--- config.mk ---
export PLATFORM = sky130hd
export DESIGN_NAME = wm1200_bus_responder_flat
export DESIGN_NICKNAME = d
export VERILOG_FILES = /design/src/rtl/wm1200_bus_pkg.sv /design/src/rtl/wm1200_bus_responder_if.sv /design/src/rtl/wm1200_sync2.sv /design/src/rtl/wm1200_bus_responder.sv /design/src/flat_wrapper.sv
export SDC_FILE = /design/constraint.sdc
export NUM_CORES = 1
export LEC_CHECK = 0
export BUFFER_PORTS_ARGS = -buffer_cell sky130_fd_sc_hd__buf_4
export CORE_ASPECT_RATIO = 0.75
export CORE_MARGIN = 3
export CORE_UTILIZATION = 43
export DETAILED_ROUTE_END_ITERATION = 8
export GPL_ROUTABILITY_DRIVEN = 0
export PLACE_DENSITY = 0.76
export SLEW_MARGIN = 20
export SYNTH_ARGS = -nofsm -noshare
export SYNTH_HDL_FRONTEND = slang
export SYNTH_HIERARCHICAL = 1
export SYNTH_SLANG_ARGS = --single-unit
export TNS_END_PERCENT = 5
--- constraint.sdc ---
create_clock -name cpuclk_a -period 1.62 [get_ports cpuclk_a]
set_input_delay 0.162 -clock cpuclk_a [delete_from_list [all_inputs] [get_ports cpuclk_a]]
set_output_delay 0.162 -clock cpuclk_a [all_outputs]
set_load 0.005 [all_outputs]
--- src/rtl/wm1200_bus_pkg.sv ---
// Shared types and helpers for the WM1200 68EC020 bus responder:
// FSM states, SIZ/DSACK encodings and byte-lane decode.
package wm1200_bus_pkg;

  typedef enum logic [2:0] {
    ST_IDLE,
    ST_ACCESS,
    ST_WAIT,
    ST_TERM,
    ST_BERR
  } bus_state_t;

  localparam logic [1:0] SIZ_LONG  = 2'b00;
  localparam logic [1:0] SIZ_BYTE  = 2'b01;
  localparam logic [1:0] SIZ_WORD  = 2'b10;
  localparam logic [1:0] SIZ_3BYTE = 2'b11;

  localparam logic [1:0] DSACK_PORT32 = 2'b00;
  localparam logic [1:0] DSACK_PORT16 = 2'b01;
  localparam logic [1:0] DSACK_PORT8  = 2'b10;
  localparam logic [1:0] DSACK_NONE   = 2'b11;

  localparam logic [2:0] FC_CPU_SPACE = 3'b111;

  // Lanes the transfer wants from a 32-bit port, starting at the addressed
  // byte and clipped at the longword boundary (bit3 = D31:24).
  function automatic logic [3:0] be_from_size(input logic [1:0] size, input logic [1:0] a10);
    logic [3:0] lanes;
    case (size)
      SIZ_BYTE:  lanes = 4'b1000;
      SIZ_WORD:  lanes = 4'b1100;
      SIZ_3BYTE: lanes = 4'b1110;
      default:   lanes = 4'b1111;
    endcase
    return lanes >> a10;
  endfunction

endpackage

--- src/rtl/wm1200_bus_responder_if.sv ---
// 68EC020 asynchronous bus as seen between the CPU-side master and a target.
interface wm1200_bus_responder_if;
  logic [23:0] A;
  logic [2:0]  fc;
  logic        r_w;
  logic        as_n;
  logic        ds_n;
  logic [1:0]  size;
  logic [31:0] d_in;
  logic [31:0] d_out;
  logic        d_oe;
  logic [1:0]  dsack_n;
  logic        berr_n;

  modport master (
    output A, fc, r_w, as_n, ds_n, size, d_in,
    input  d_out, d_oe, dsack_n, berr_n
  );

  modport slave (
    input  A, fc, r_w, as_n, ds_n, size, d_in,
    output d_out, d_oe, dsack_n, berr_n
  );
endinterface

--- src/rtl/wm1200_sync2.sv ---
// Two-flop synchronizer with a configurable reset value.
module wm1200_sync2 #(
  parameter logic RST_VAL = 1'b1
) (
  input  logic clk,
  input  logic rst,
  input  logic d,
  output logic q
);
  logic meta;

  always_ff @(posedge clk) begin
    if (rst) begin
      meta <= RST_VAL;
      q    <= RST_VAL;
    end else begin
      meta <= d;
      q    <= meta;
    end
  end
endmodule

--- src/rtl/wm1200_bus_responder.sv ---
// 68EC020 bus target: decodes an address window, runs the access on a
// req/ack local-memory port and terminates with 32-bit DSACK or BERR.
module wm1200_bus_responder
  import wm1200_bus_pkg::*;
#(
  parameter logic [23:0] ADDR_BASE   = 24'h200000,
  parameter logic [23:0] ADDR_MASK   = 24'hE00000,
  parameter int unsigned WAIT_STATES = 0,
  parameter int unsigned TIMEOUT     = 64
) (
  input  logic                   cpuclk_a,
  input  logic                   rst,
  wm1200_bus_responder_if.slave  bus,
  output logic                   mem_req,
  output logic                   mem_we,
  output logic [21:0]            mem_addr,
  output logic [3:0]             mem_be,
  output logic [31:0]            mem_wdata,
  input  logic [31:0]            mem_rdata,
  input  logic                   mem_ack
);

  localparam int unsigned TW = $clog2(TIMEOUT + 1);
  localparam logic [TW-1:0] TMO_LAST = TW'(TIMEOUT - 1);
  localparam logic [3:0]    WS_LAST  = 4'(WAIT_STATES - 1);

  logic as_s, ds_s;

  wm1200_sync2 #(.RST_VAL(1'b1)) u_sync_as (
    .clk (cpuclk_a),
    .rst (rst),
    .d   (bus.as_n),
    .q   (as_s)
  );

  wm1200_sync2 #(.RST_VAL(1'b1)) u_sync_ds (
    .clk (cpuclk_a),
    .rst (rst),
    .d   (bus.ds_n),
    .q   (ds_s)
  );

  bus_state_t    state_q, state_d;
  logic          rw_q, rw_d;
  logic [3:0]    wcnt_q, wcnt_d;
  logic [TW-1:0] tcnt_q, tcnt_d;
  logic [1:0]    dsack_q, dsack_d;
  logic          berr_q, berr_d;
  logic          doe_q, doe_d;
  logic [31:0]   dout_q, dout_d;
  logic          req_q, req_d;
  logic          we_q, we_d;
  logic [21:0]   addr_q, addr_d;
  logic [3:0]    be_q, be_d;
  logic [31:0]   wdata_q, wdata_d;

  logic hit;
  assign hit = (((bus.A ^ ADDR_BASE) & ADDR_MASK) == '0) && (bus.fc != FC_CPU_SPACE);

  always_ff @(posedge cpuclk_a) begin
    if (rst) begin
      state_q <= ST_IDLE;
      rw_q    <= 1'b0;
      wcnt_q  <= '0;
      tcnt_q  <= '0;
      dsack_q <= DSACK_NONE;
      berr_q  <= 1'b1;
      doe_q   <= 1'b0;
      dout_q  <= '0;
      req_q   <= 1'b0;
      we_q    <= 1'b0;
      addr_q  <= '0;
      be_q    <= '0;
      wdata_q <= '0;
    end else begin
      state_q <= state_d;
      rw_q    <= rw_d;
      wcnt_q  <= wcnt_d;
      tcnt_q  <= tcnt_d;
      dsack_q <= dsack_d;
      berr_q  <= berr_d;
      doe_q   <= doe_d;
      dout_q  <= dout_d;
      req_q   <= req_d;
      we_q    <= we_d;
      addr_q  <= addr_d;
      be_q    <= be_d;
      wdata_q <= wdata_d;
    end
  end

  // Bus outputs are registered from the current state, so DSACK/BERR
  // changes land one edge after the state that decides them.
  always_comb begin
    state_d = state_q;
    rw_d    = rw_q;
    wcnt_d  = wcnt_q;
    tcnt_d  = tcnt_q;
    dsack_d = dsack_q;
    berr_d  = berr_q;
    doe_d   = doe_q;
    dout_d  = dout_q;
    req_d   = req_q;
    we_d    = we_q;
    addr_d  = addr_q;
    be_d    = be_q;
    wdata_d = wdata_q;

    unique case (state_q)
      ST_IDLE: begin
        if (!as_s && hit) begin
          addr_d = bus.A[23:2];
          be_d   = be_from_size(bus.size, bus.A[1:0]);
          rw_d   = bus.r_w;
          // Writes wait for DS so the captured data is valid.
          if (bus.r_w || !ds_s) begin
            if (!bus.r_w) wdata_d = bus.d_in;
            req_d   = 1'b1;
            we_d    = ~bus.r_w;
            tcnt_d  = '0;
            state_d = ST_ACCESS;
          end
        end
      end
      ST_ACCESS: begin
        if (as_s) begin
          req_d   = 1'b0;
          we_d    = 1'b0;
          state_d = ST_IDLE;
        end else if (mem_ack) begin
          dout_d  = mem_rdata;
          req_d   = 1'b0;
          we_d    = 1'b0;
          wcnt_d  = '0;
          state_d = (WAIT_STATES != 0) ? ST_WAIT : ST_TERM;
        end else if (tcnt_q == TMO_LAST) begin
          req_d   = 1'b0;
          we_d    = 1'b0;
          berr_d  = 1'b0;
          state_d = ST_BERR;
        end else begin
          tcnt_d = tcnt_q + 1'b1;
        end
      end
      ST_WAIT: begin
        if (as_s) state_d = ST_IDLE;
        else if (wcnt_q == WS_LAST) state_d = ST_TERM;
        else wcnt_d = wcnt_q + 1'b1;
      end
      ST_TERM: begin
        if (as_s) begin
          dsack_d = DSACK_NONE;
          doe_d   = 1'b0;
          state_d = ST_IDLE;
        end else begin
          dsack_d = DSACK_PORT32;
          doe_d   = rw_q;
        end
      end
      ST_BERR: begin
        doe_d = 1'b0;
        if (as_s) begin
          berr_d  = 1'b1;
          state_d = ST_IDLE;
        end else begin
          berr_d = 1'b0;
        end
      end
      default: state_d = ST_IDLE;
    endcase
  end

  assign bus.d_out   = dout_q;
  assign bus.d_oe    = doe_q;
  assign bus.dsack_n = dsack_q;
  assign bus.berr_n  = berr_q;
  assign mem_req     = req_q;
  assign mem_we      = we_q;
  assign mem_addr    = addr_q;
  assign mem_be      = be_q;
  assign mem_wdata   = wdata_q;

endmodule

--- src/flat_wrapper.sv ---
// flat-port wrapper written by rule: the top's interface ports become plain ports
module wm1200_bus_responder_flat import wm1200_bus_pkg::*;
#(
  parameter logic [23:0] ADDR_BASE   = 24'h200000,
  parameter logic [23:0] ADDR_MASK   = 24'hE00000,
  parameter int unsigned WAIT_STATES = 0,
  parameter int unsigned TIMEOUT     = 64
)
  (cpuclk_a, rst, mem_req, mem_we, mem_addr, mem_be, mem_wdata, mem_rdata, mem_ack, bus_A, bus_fc, bus_r_w, bus_as_n, bus_ds_n, bus_size, bus_d_in, bus_d_out, bus_d_oe, bus_dsack_n, bus_berr_n);
  wm1200_bus_responder_if bus_i ();
  input  logic cpuclk_a;
  input  logic rst;
  output logic mem_req;
  output logic mem_we;
  output logic [21:0] mem_addr;
  output logic [3:0] mem_be;
  output logic [31:0] mem_wdata;
  input  logic [31:0] mem_rdata;
  input  logic mem_ack;
  input wire logic [$bits(bus_i.A)-1:0] bus_A;
  input wire logic [$bits(bus_i.fc)-1:0] bus_fc;
  input wire logic [$bits(bus_i.r_w)-1:0] bus_r_w;
  input wire logic [$bits(bus_i.as_n)-1:0] bus_as_n;
  input wire logic [$bits(bus_i.ds_n)-1:0] bus_ds_n;
  input wire logic [$bits(bus_i.size)-1:0] bus_size;
  input wire logic [$bits(bus_i.d_in)-1:0] bus_d_in;
  output wire logic [$bits(bus_i.d_out)-1:0] bus_d_out;
  output wire logic [$bits(bus_i.d_oe)-1:0] bus_d_oe;
  output wire logic [$bits(bus_i.dsack_n)-1:0] bus_dsack_n;
  output wire logic [$bits(bus_i.berr_n)-1:0] bus_berr_n;
  assign bus_i.A = bus_A;
  assign bus_i.fc = bus_fc;
  assign bus_i.r_w = bus_r_w;
  assign bus_i.as_n = bus_as_n;
  assign bus_i.ds_n = bus_ds_n;
  assign bus_i.size = bus_size;
  assign bus_i.d_in = bus_d_in;
  assign bus_d_out = bus_i.d_out;
  assign bus_d_oe = bus_i.d_oe;
  assign bus_dsack_n = bus_i.dsack_n;
  assign bus_berr_n = bus_i.berr_n;
  wm1200_bus_responder #(.ADDR_BASE(ADDR_BASE), .ADDR_MASK(ADDR_MASK), .WAIT_STATES(WAIT_STATES), .TIMEOUT(TIMEOUT)) u_core (.cpuclk_a(cpuclk_a), .rst(rst), .bus(bus_i), .mem_req(mem_req), .mem_we(mem_we), .mem_addr(mem_addr), .mem_be(mem_be), .mem_wdata(mem_wdata), .mem_rdata(mem_rdata), .mem_ack(mem_ack));
endmodule
==> metrics.yaml, run 1 <==
vias: 4608
grt-ovfl-total: 0
synth_fp_nets: 655
powerDensity_mw_per_mm2: 984
status: "complete, but fails checks"
combPwrFrac_pct: 8.9
drt-pass1-iter-count: 5
report.final.slew_viol_count: 0
final_area_mm2: 0.00685
numCtsBuffers: 17
cts_sinks: 114
cp_max_fo: 3
r2r-end: "u_core/mem_req"
synthCells: 552
layout_worst_path_cycle_share_pct: 102
end_kind: "register"
drive_above_1_share_pct: 35.7
yosys_warnings: 6
violations: "setup timing"
antenna_cells: 0
antenna_found_initial: 0
clkSlewWorstSetupHoldPaths_ps: 50
critPathArrivalTime_ps: 1940
slew_headroom_pct: 67.4
hold_depth: 3
insertion_delay_ps: 400
drt_iter0_drc: 232
fp-row-count: 31
setup_viol_count_final: 2
timing_hold_violations_final: 0
tritoncts: "built"
r2r_slack_ps: -30
crit_type: "register to register"
syn_area_mm2: 0.00450
swShare_pct: 22.2
rsz0062_at_grt: "yes"
fmax_mhz: 608
rr_worst_depth: 4
ys.flop_type: "dfxtp_1"
required_ps: 1910
dp_hpwl_um: 9260
wl_per_cell_um: 14.5
p_clk_share_pct: 48.6
io-pin-count: 195
grt_max_degree: 50
fin_crit_ps: 1650
cts_root_buffer: "clkbuf_16"
startpoint_type: "register"
clock_path_buffers: 2
die_h_um: 94.6
p_leak_nw: 2.82
worstHoldPathType: "input pin to register"
dieArea_mm2: 0.0117
synth_edf_count: 0
multi_input_area_mm2: 0.00204
maxCapViolCount: 0
synth_cell_types: 50
async_flop_share_pct: 0
die_w_um: 124
reg2reg_from: "u_core/u_sync_as/q"
post_cts_buffers: 0
worstMarginPinSlew_ps: 489
start_util_pct: 45.3
seq_power_share_pct: 42.6
place_area_mm2: 0.00623
p_switching_w: 0.00150
internal_power_w: 0.00524
postRouteAntennaNets: 0
syn_avg_cell_area_um2: 8.15
cts_max_level: 4
route.detailed.drc: 0
ys_ff_latch: 114
port_buffers: 194
drt-total-wl_um: 13100
fillers: 789
regArea_mm2: 0.00228
min_to: "u_core/mem_addr[4]"
viasPerCell: 5.09
finalPower_w: 0.00674
finClkSkew_ps: 8.49
track_usage_pct: 21.5
setup_ws_ps: -25.9
grt_pass1_vias: 4229
syn_to_final_growth_pct: 52.3
nets: 867
core_area_mm2: 0.00993
grt_pass1_wl_um: 20000
hold_path_startpoint: "bus_A[6]"
ir_drop_uv: 675
synth-seq-area-share_pct: 50.7
==> metrics by stage <==
stage                     cells  setup WS, ps  utilization [%]  setup TNS, ps  hold WS, ps
after global routing        906          -109             69.0           -748         4.05
after CTS                   906          5.06             68.6              0        0.645
final                       906         -25.9             69.0          -36.9         8.06
after global placement      872         -12.0             62.7          -12.0          349
after detailed placement    872          1.80             62.7              0          347
after floorplan             552          31.4                -              0          259
==> cell type report <==
cell class / instances / area share, %
sequential: 114 / 33.3
multi-input combinational: 389 / 29.8
timing repair buffer: 233 / 26.3
clock buffer: 23 / 7.12
tap: 132 / 2.41
inverter: 9 / 0.493
clock inverter: 6 / 0.475
==> cell families (layout without fill, tap and decap cells) <==
group	count (synthesis)	after routing	synth area share, %
compound gates	136	136	17.3
xor+xnor	1	1	0.195
fa+ha+maj	4	4	1.11
buf+inv	49	271	4.92
flops	114	114	50.7
mux	2	2	0.501
simple gates	246	246	25.2
==> power by group through the flow <==
| stage | Sequential (W) | Clock (W) | Combinational, W |
|---|---|---|---|
| floorplan | 0.00291 | 0 | 0.000241 |
| global placement | 0.00292 | 0 | 0.000560 |
| detailed placement | 0.00292 | 0 | 0.000565 |
| CTS | 0.00286 | 0.00333 | 0.000590 |
| global route | 0.00287 | 0.00345 | 0.000646 |
| finish | 0.00287 | 0.00328 | 0.000597 |
==> worst max-delay path by stage <==
| stage | from | to | slack (ps) | cells after the start |
|---|---|---|---|---|
| finish | u_core/u_sync_as/q | u_core/mem_req | -30 | 4 |
| CTS | u_core/u_sync_as/q | u_core/mem_req | 5 | 4 |
| floorplan | u_core/tcnt_q[0] | u_core/mem_we | 30 | 5 |
| global placement | bus_A[23] | u_core/state_q[1] | -10 | 5 |
| detailed placement | bus_A[23] | u_core/state_q[1] | 2 | 5 |
| global route | u_core/tcnt_q[0] | u_core/state_q[0] | -110 | 6 |
==> registers in the layout, summed over array words and instances (netlist names) <==
| name | flops |
|---|---|
| u_core/wcnt_q | 4 |
| u_core/mem_wdata | 32 |
| u_core/u_sync_as/meta | 1 |
| u_core/bus.d_out | 32 |
| u_core/bus.dsack_n | 1 |
| u_core/u_sync_as/q | 1 |
| u_core/mem_addr | 22 |
| u_core/mem_be | 4 |
| u_core/u_sync_ds/meta | 1 |
| u_core/mem_req | 1 |
| u_core/bus.berr_n | 1 |
| u_core/u_sync_ds/q | 1 |
| u_core/rw_q | 1 |
| u_core/state_q | 3 |
| u_core/bus.d_oe | 1 |
| u_core/tcnt_q | 7 |
| u_core/mem_we | 1 |
==> metal layers <==
layer	part of all wire (%)	global-route usage [%]	routed length [um]	up-vias
li1	-	-	-	2317
met1	41	26.1	5330	2109
met2	48	33.9	6300	163
met3	9.5	8.80	1250	19
met4	1.8	9.02	238	0
met5	0	0	0	-
==> Yosys cell counts (2+ instances only) <==
library cell / number / area (um^2)
a22oi_1: 2 / 15.0
and3_1: 5 / 31.3
a211oi_1: 3 / 22.5
buf_2: 9 / 45.0
nor4_1: 2 / 12.5
nand2_1: 155 / 582
or2_1: 4 / 25.0
o21ai_0: 5 / 25.0
nand4_1: 4 / 25.0
o211ai_1: 5 / 37.5
dfxtp_1: 114 / 2280
o31ai_1: 2 / 15.0
a31oi_1: 3 / 18.8
nor2_1: 10 / 37.5
buf_1: 3 / 11.3
o21a_1: 3 / 22.5
a21oi_1: 98 / 490
buf_4: 3 / 22.5
nor2b_1: 5 / 31.3
nand2b_1: 3 / 18.8
o32ai_1: 2 / 17.5
nand3_1: 39 / 195
buf_6: 2 / 22.5
clkbuf_1: 23 / 86.3
ha_1: 4 / 50.1
inv_1: 9 / 33.8
mux2_2: 2 / 22.5
a311oi_1: 4 / 35.0
nor4b_2: 2 / 30.0
nor3_1: 5 / 25.0
or3_1: 3 / 18.8
==> worst max-delay path, stage by stage, from the launching register on <==
cell and delay (ps):
dfxtp_1 340, or4b_4 510, nor3_2 250, a21oi_1 110, a2111oi_2 330
==> cells in the final DEF (no fill, tap or decap), drive strengths merged, types with 4 or more instances in the layout <==
master / count
buf: 228
nand2: 155
dfxtp: 114
a21oi: 98
nand3: 39
clkbuf: 23
nor2: 10
inv: 9
nor3: 6
o21ai: 6
clkinv: 5
dlygate4sd3: 5
o211ai: 5
and3: 5
nor2b: 5
nand4: 4
a311oi: 4
or2: 4
ha: 4
==> timing repair <==
| action | CTS | global route |
|---|---|---|
| hold endpoints to repair | 5 | 0 |
| pin swaps | 0 | 4 |
| hold buffers | 5 | 0 |
| endpoints found under the setup margin | 4 | 73 |
| gates resized for setup | 2 | 10 |
No activity file was read; power rests on OpenSTA's default activity.
==> inputs of run 2 (changes only) <==
--- a/config.mk
+++ b/config.mk
@@ -6,12 +6,14 @@
 export NUM_CORES = 1
 export LEC_CHECK = 0
 export BUFFER_PORTS_ARGS = -buffer_cell sky130_fd_sc_hd__buf_4
+export CELL_PAD_IN_SITES_DETAIL_PLACEMENT = 0
+export CELL_PAD_IN_SITES_GLOBAL_PLACEMENT = 1
 export CORE_ASPECT_RATIO = 0.75
 export CORE_MARGIN = 3
-export CORE_UTILIZATION = 43
+export CORE_UTILIZATION = 30
 export DETAILED_ROUTE_END_ITERATION = 8
 export GPL_ROUTABILITY_DRIVEN = 0
-export PLACE_DENSITY = 0.76
+export PLACE_DENSITY_LB_ADDON = 0.1
 export SLEW_MARGIN = 20
 export SYNTH_ARGS = -nofsm -noshare
 export SYNTH_HDL_FRONTEND = slang
==> run 2 against run 1 <==
Against the previous run:
- the run now ends clean
- sequential power about the same
- die area increased by 41%
- combinational power increased by 21%
- setup slack improved by 27 ps
- final cell count increased by 14%
- critical path depth increased by 2
- largest cell class is now non-clock buffers
==> metrics.yaml, run 2 (synthesized netlist as in run 1, its figures left out) <==
p_clk_share_pct: 52.8
dieArea_mm2: 0.0165
combPwrFrac_pct: 9.5
setup_viol_count_final: 0
numCtsBuffers: 17
grt_pass1_vias: 4717
vias: 4882
cts_sinks: 114
io-pin-count: 195
nets: 921
fin_util_pct: 53.4
worstMarginPinSlew_ps: 386
r2r_slack_ps: 0.9
core_area_mm2: 0.0145
cts_root_buffer: "clkbuf_16"
startpoint_type: "register"
layout_commonest_cell: "buf_4"
wl_per_cell_um: 14.9
fmax_mhz: 618
hold_depth: 3
p_switching_w: 0.00169
rr_worst_depth: 6
grt-ovfl-total: 0
maxCapViolCount: 0
layout_worst_path_cycle_share_pct: 99.9
start_util_pct: 30.9
insertion_delay_ps: 410
clkSlewWorstSetupHoldPaths_ps: 60
finClkSkew_ps: 11.3
grt_pass1_wl_um: 23400
cpPeakStageDelay_ps: 400
powerDensity_mw_per_mm2: 986
regArea_mm2: 0.00229
clock_path_buffers: 2
slew_headroom_pct: 74.2
crit_chain: "nor4b_4, buf_4, and3_4, clkbuf_16, nand3_1, a21oi_1"
path_buf_inv: 2
internal_power_w: 0.00597
reg2reg_from: "u_core/u_sync_as/q"
fp-row-count: 38
slowest_stage: "nor4b_4"
antenna_found_initial: 0
fillers: 1386
fin_crit_ps: 1620
required_ps: 1950
antenna_cells: 0
die_w_um: 147
fin_cells: 1031
r2r-end: "u_core/mem_wdata[15]"
critPathArrivalTime_ps: 1950
hold_ws_ps: 13.9
port_buffers: 194
seq_power_share_pct: 37.7
drt-total-wl_um: 15400
ir_drop_uv: 629
end_kind: "register"
report.final.slew_viol_count: 0
status: "finished, final reports clean"
critical-path-top-delay-family: "simple AND/OR/NAND/NOR gates"
grt_max_degree: 54
track_usage_pct: 17.5
worstHoldPathType: "input pin to register"
timing_hold_violations_final: 0
drive_above_1_share_pct: 37.8
final_area_mm2: 0.00776
route.detailed.drc: 0
min_to: "u_core/mem_addr[1]"
cp_max_fo: 7
die_h_um: 112
cts_max_level: 4
p_leak_nw: 3.15
crit_type: "register to register"
postRouteAntennaNets: 0
setup_ws_ps: 0.933
multi_input_area_mm2: 0.00215
swShare_pct: 22.0
drt-pass1-iter-count: 4
viasPerCell: 4.74
drt_iter0_drc: 260
syn_to_final_growth_pct: 72.6
dp_hpwl_um: 10100
dpl_worst_slack_ps: -108
dp.cells: 940
final_cell_mix: "buf_4, nand2_1, dfxtp_1, a21oi_1, dlygate4sd3_1"
place_area_mm2: 0.00634
tritoncts: "built"
hold_path_startpoint: "bus_A[3]"
rsz0062_at_grt: "yes"
## run 2: changes by cell type in the layout (fill, tap and decap cells not counted), moves of 3 or more
cell and delta:
buf_4 +7, clkinv_2 -3, clkbuf_16 +3, a21oi_2 +7, dfxtp_1 -4, dlygate4sd3_1 +37
a21oi_1 -7, bufinv_16 +4
## run 2: final cells by class
type	count	share of cell area [%]
Tap cell	200	3.22
Inverter	9	0.435
Sequential cell	114	29.6
Multi-Input combinational cell	390	27.7
Clock buffer	20	6.01
Timing Repair Buffer	286	30.8
Clock inverter	12	2.30
## run 2: per-stage QoR
| stage | total power, W | TNS [ps] |
|---|---|---|
| global placement | 0.00347 | -47.7 |
| CTS | 0.00763 | -21.5 |
| finish | 0.00765 | 0 |
| global route | 0.00794 | -2560 |
| floorplan | 0.00315 | 0 |
| detailed placement | 0.00348 | -913 |
## run 2: how the worst max path moves through the flow
stage,slack [ps],from,end,cells past startpoint
after floorplan,30,u_core/tcnt_q[0],u_core/mem_we,5
after global placement,-20,u_core/state_q[1],u_core/wcnt_q[2],4
after detailed placement,-110,u_core/state_q[1],u_core/wcnt_q[2],4
after CTS,-20,u_core/u_sync_as/q,u_core/mem_req,4
after global routing,-80,u_core/u_sync_as/q,u_core/state_q[0],5
final,0.9,u_core/u_sync_as/q,u_core/mem_wdata[15],6
## run 2: power by group through the flow
stage	Sequential, W	Clock [W]	Combinational, W
floorplan	0.00291	0	0.000241
global placement	0.00293	0	0.000538
detailed placement	0.00294	0	0.000544
CTS	0.00288	0.00412	0.000633
global route	0.00289	0.00426	0.000785
finish	0.00289	0.00404	0.000725
## run 2: timing repair
item | CTS | global route
endpoints found under the setup margin | 55 | 66
buffers inserted | 0 | 12
cloned | 0 | 5
pin swaps | 0 | 19
gates resized for setup | 6 | 35
hold buffers | 42 | 0
endpoints found under the hold margin | 42 | 0
## run 2: worst reg2reg max path, delay by kind of cell, from the launching register on
kind,cells,cell delay (ps)
buf+inv,2,350
flops,1,360
simple gates,3,710
compound gates,1,150
## run 2: metal layers
layer  vias to the layer above  track usage [%]  part of all wire (%)
li1                       2430                -                     -
met3                         8             7.63                   8.1
met4                         0             5.03                  0.73
met2                       144             28.9                    47
met5                         -                0                     0
met1                      2300             20.8                    44
